File: src/rtl/score_bcd_digits.sv
// Binary score to four BCD digits by sequential double-dabble, with results
// staged and committed only on frame_start_in so renderers never see a torn value.
module score_bcd_digits #(
  parameter int SCORE_WIDTH = 14,
  parameter int MAX_SCORE   = 9999
) (
  input  logic                   pixel_clk_in,
  input  logic                   rst_in,
  input  logic [SCORE_WIDTH-1:0] score_in,
  input  logic                   start_in,
  input  logic                   frame_start_in,
  output logic [15:0]            digits_out,
  output logic [3:0]             blank_out,
  output logic                   busy_out,
  output logic                   done_out
);

  localparam int CNT_W = $clog2(SCORE_WIDTH + 1);
  localparam logic [SCORE_WIDTH-1:0] MAX_VAL   = SCORE_WIDTH'(MAX_SCORE);
  localparam logic [CNT_W-1:0]       LAST_ITER = CNT_W'(SCORE_WIDTH - 1);

  typedef enum logic [1:0] {
    IDLE,
    SHIFT,
    STAGE
  } state_t;

  state_t                 state_q, state_d;
  logic [SCORE_WIDTH-1:0] bin_q, bin_d;
  logic [15:0]            bcd_q, bcd_d;
  logic [CNT_W-1:0]       cnt_q, cnt_d;
  logic                   pending_q, pending_d;
  logic [SCORE_WIDTH-1:0] pend_score_q, pend_score_d;
  logic [15:0]            stage_q, stage_d;
  logic                   result_ready_q, result_ready_d;
  logic [15:0]            digits_q, digits_d;
  logic [3:0]             blank_q, blank_d;
  logic                   busy_q, busy_d;
  logic                   done_q, done_d;
  logic                   commit;

  function automatic logic [SCORE_WIDTH-1:0] saturate(input logic [SCORE_WIDTH-1:0] s);
    return (s > MAX_VAL) ? MAX_VAL : s;
  endfunction

  function automatic logic [15:0] dabble_adjust(input logic [15:0] b);
    logic [15:0] r;
    r = b;
    for (int i = 0; i < 4; i++) begin
      if (b[i*4 +: 4] >= 4'd5) r[i*4 +: 4] = b[i*4 +: 4] + 4'd3;
    end
    return r;
  endfunction

  // A digit blanks only when it and every more significant digit are zero;
  // the ones digit is always drawn so a score of 0 still shows "0".
  function automatic logic [3:0] blank_mask(input logic [15:0] d);
    logic [3:0] m;
    m[3] = (d[15:12] == 4'd0);
    m[2] = m[3] && (d[11:8] == 4'd0);
    m[1] = m[2] && (d[7:4] == 4'd0);
    m[0] = 1'b0;
    return m;
  endfunction

  always_comb begin
    state_d        = state_q;
    bin_d          = bin_q;
    bcd_d          = bcd_q;
    cnt_d          = cnt_q;
    pending_d      = pending_q;
    pend_score_d   = pend_score_q;
    stage_d        = stage_q;
    result_ready_d = result_ready_q;
    digits_d       = digits_q;
    blank_d        = blank_q;
    done_d         = 1'b0;
    commit         = result_ready_q && frame_start_in;

    if (commit) begin
      digits_d       = stage_q;
      blank_d        = blank_mask(stage_q);
      result_ready_d = 1'b0;
      done_d         = 1'b1;
    end

    // Requests arriving mid-conversion (including on the STAGE edge) queue here.
    if (start_in && state_q != IDLE) begin
      pending_d    = 1'b1;
      pend_score_d = score_in;
    end

    case (state_q)
      IDLE: begin
        if (start_in || pending_q) begin
          state_d   = SHIFT;
          bin_d     = saturate(start_in ? score_in : pend_score_q);
          bcd_d     = 16'h0000;
          cnt_d     = '0;
          pending_d = 1'b0;
        end
      end
      SHIFT: begin
        {bcd_d, bin_d} = {dabble_adjust(bcd_q), bin_q} << 1;
        cnt_d          = cnt_q + CNT_W'(1);
        if (cnt_q == LAST_ITER) state_d = STAGE;
      end
      STAGE: begin
        stage_d        = bcd_q;
        result_ready_d = 1'b1;
        state_d        = IDLE;
      end
      default: state_d = IDLE;
    endcase

    busy_d = (state_d != IDLE);
  end

  always_ff @(posedge pixel_clk_in) begin
    if (rst_in) begin
      state_q        <= IDLE;
      bin_q          <= '0;
      bcd_q          <= 16'h0000;
      cnt_q          <= '0;
      pending_q      <= 1'b0;
      pend_score_q   <= '0;
      stage_q        <= 16'h0000;
      result_ready_q <= 1'b0;
      digits_q       <= 16'h0000;
      blank_q        <= 4'b1110;
      busy_q         <= 1'b0;
      done_q         <= 1'b0;
    end else begin
      state_q        <= state_d;
      bin_q          <= bin_d;
      bcd_q          <= bcd_d;
      cnt_q          <= cnt_d;
      pending_q      <= pending_d;
      pend_score_q   <= pend_score_d;
      stage_q        <= stage_d;
      result_ready_q <= result_ready_d;
      digits_q       <= digits_d;
      blank_q        <= blank_d;
      busy_q         <= busy_d;
      done_q         <= done_d;
    end
  end

  assign digits_out = digits_q;
  assign blank_out  = blank_q;
  assign busy_out   = busy_q;
  assign done_out   = done_q;

endmodule
File: config.mk
export PLATFORM = sky130hd
export DESIGN_NAME = score_bcd_digits
export DESIGN_NICKNAME = d
export VERILOG_FILES = /design/src/rtl/score_bcd_digits.sv
export SDC_FILE = /design/constraint.sdc
export NUM_CORES = 1
export LEC_CHECK = 0
export CORE_MARGIN = 4
export CORE_UTILIZATION = 55
export CTS_CLUSTER_SIZE = 40
export DETAILED_ROUTE_END_ITERATION = 16
export GPL_TIMING_DRIVEN = 0
export HOLD_SLACK_MARGIN = 0.12
export PLACE_DENSITY = 0.83
export SYNTH_ARGS = -nofsm -noshare
export SYNTH_HDL_FRONTEND = slang
export SYNTH_SLANG_ARGS = --single-unit
File: constraint.sdc
create_clock -name pixel_clk_in -period 2 [get_ports pixel_clk_in]
set_clock_uncertainty 0.05 [all_clocks]
set_input_delay 0.2 -clock pixel_clk_in [delete_from_list [all_inputs] [get_ports pixel_clk_in]]
set_output_delay 0.2 -clock pixel_clk_in [all_outputs]
set_load 0.02 [all_outputs]
==> out/results.ini <==
[outcome]
status = completed

[timing]
hold_viol = 0
finalCritPeriodShare_pct = 88.2
finalSetupTns_ns = 0
finalMaxSlewViolations = 0
worstMarginPinSlew_ns = 0.621
rsz0062_at_grt = no
slew_headroom_pct = 58.6
final.min_clock_period_ns = 1.76
setup_viol = 0
fmax_ghz = 0.567

[power_and_ir_drop]
power.leakage_nw = 1.60
p_total_w = 0.00344
power_per_cell_area_nw_per_um2 = 761
peakVddDrop_uv = 496

[floorplan]
initial_core_util_pct = 56.4
die_x_microns = 91.4
num_rows = 30
die_height_microns = 91.4
die_area_sq_um = 8360
num_io_pins = 40
core-area_sq_um = 6790

[flow_run]
maxCapViolCount = 0

[synth]
synth_common_cells = nand2_1, dfxtp_1, a21oi_1
synthFlopType = dfxtp_1
yosys.area.top_type = dfxtp_1
synth_top_area_share_pct = 46.5
yosys.area_share.simple_pct = 19.8
ys_ff_latch = 89
synthArstFlopShare_pct = 0
netlist_area_sq_um = 3830
synthMuxAreaShare_pct = 3.76
synth_compound_area_share_pct = 20.0
yosysMostFrequentCell = nand2_1
synthAdderAreaFrac_pct = 3.27
seq_area_frac_synth_pct = 46.5
syn_nets = 492
yosys-top-cells-area = dfxtp_1, nand2_1, a21oi_1
syn_area_per_cell_sq_um = 8.25
ys_types = 46
yosysWarningCount = 0
synth-xor-area-share_pct = 1.60
synthCells = 464
synth-edff-count = 0
synth_top_family_by_area = compound AO/OA/AOI/OAI gates

[route]
vias = 3288
post_drt_wl_per_cell_microns = 13.2
first_pass_iters = 5
drt_iter0_markers = 182
routed_via_density = 5.37
wl_mm = 8.09
drc = 0
ant_nets = 0

[critical_path]
r2r_setup_slack_ns = 0.24
endpoint_kind = flop
worstPathArrival_ns = 2.01
crit_path_start_kind = flop
cp.required_ns = 2.24
cp_max_fo = 10
crit_type = reg2reg

[hold_path]
holdCritPathClass = in2reg

[final_layout]
drive_above_1_share_pct = 7.36
areaGrowthSynthToFinish_pct = 18.1
final_area_sq_um = 4520
antenna_cells = 0
nets = 539
stdcell_count = 612

[clocking]
cts.sinks = 89
hold_buffers = 0
clock_path_buffers = 2
cts_buffers = 9
post_cts_resized = 0
cts-htree-levels = 3
clkLatencyLatePin_ns = 0.36
root_buffer = clkbuf_8
path_clk_slew_ns = 0.09
cts_setup_buffers = 0
cts_tree = yes

[place]
gp_congestion = 0.861
dp.cells = 596
numPortBuffers = 36
dpl_cell_area_sq_um = 4310
place_hpwl_mm = 5.89

[global_route]
track_usage_pct = 19.8
gr-total-overflow = 0
grt_pass1_vias = 3052
grt_max_degree = 17
grt_pass1_wl_mm = 13.6
antenna_found_initial = 0

==> per-stage QoR <==
| stage | setup slack [ns] | utilization [%] | hold slack (ns) |
|---|---|---|---|
| floorplan | 0.393 | - | 0.286 |
| global placement | -0.129 | 63.4 | 0.391 |
| detailed placement | -0.0805 | 63.4 | 0.395 |
| CTS | 0.103 | 66.5 | 0.308 |
| global route | 0.0180 | 66.5 | 0.380 |
| finish | 0.237 | 66.5 | 0.318 |
==> final cells by class <==
class,instances,area [sq um]
tap,96,120
buffer,35,151
timing repair buffer,36,360
sequential,89,1780
inverter,10,37.5
clock buffer,10,138
clock inverter,6,72.6
fill,584,2270
multi-input combinational,330,1860
==> cells by family after synthesis <==
logic type,Yosys count
and+or+nand+nor,173
AOI/OAI and AO/OA,125
DFF,89
buffers and inverters,45
muxes,14
adders and majority gates,10
xor gates and xnor gates,7
other,1
==> flip-flops by register name (all words and copies together) (netlist names) <==
| register | cells |
|---|---|
| bcd_q | 16 |
| bin_q | 14 |
| blank_out | 3 |
| busy_out | 1 |
| cnt_q | 4 |
| digits_out | 16 |
| done_out | 1 |
| pend_score_q | 14 |
| pending_q | 1 |
| result_ready_q | 1 |
| stage_q | 16 |
| state_q | 2 |
==> worst paths after layout <==
path                       from              end  cells after the start
hold reg to reg   digits_out[4]    digits_out[4]                      2
hold / removal         start_in         bin_q[0]                      4
setup reg to reg     state_q[0]  pend_score_q[7]                      5
setup / recovery     state_q[0]  pend_score_q[7]                      5
==> layout by cell type (no fill, tap or decap), types with 2 or more instances in the layout <==
cell / Yosys / routed
nand2_1: 103 / 103
dfxtp_1: 89 / 89
a21oi_1: 67 / 67
clkdlybuf4s50_1: 0 / 36
nor2_1: 29 / 29
clkbuf_1: 25 / 24
o21ai_0: 17 / 16
mux2i_1: 11 / 11
inv_1: 10 / 10
a22oi_1: 10 / 10
ha_1: 10 / 10
clkbuf_8: 0 / 10
nor3_1: 7 / 7
nand2b_1: 7 / 7
a211oi_1: 7 / 7
xnor2_1: 7 / 7
buf_2: 6 / 6
nand3_1: 5 / 5
nor2b_1: 4 / 4
o22ai_2: 4 / 4
a21o_1: 4 / 4
nor4_1: 3 / 3
buf_4: 3 / 3
mux2_2: 3 / 3
a32oi_1: 3 / 3
o211ai_1: 3 / 3
inv_6: 0 / 3
a222oi_1: 2 / 2
o22ai_1: 2 / 2
and3_1: 2 / 2
nand4_1: 2 / 2
nand3b_1: 2 / 2
==> report_power, final <==
| part | total [W] | leakage (nW) | switching [W] | internal, W |
|---|---|---|---|---|
| logic | 0.000297 | 0.778 | 0.000176 | 0.000120 |
| clock network | 0.00130 | 0.104 | 0.000671 | 0.000627 |
| registers | 0.00184 | 0.722 | 0.0000289 | 0.00181 |
==> critical path, cell delays in order (launching register included) <==
cell      delay, ns
dfxtp_1        0.34
buf_2          0.18
o21ai_0        0.47
clkbuf_1       0.39
nand2_1        0.11
a21oi_1        0.16
==> routing by layer <==
layer / part of all wire (%) / vias up / GRT usage (%)
met5: 0 / - / 0
met2: 48 / 79 / 33.5
met3: 4.1 / 18 / 3.56
li1: - / 1688 / -
met4: 2.3 / 0 / 9.55
met1: 45 / 1503 / 24.1
Note: power is estimated with default switching activity, not from simulation.
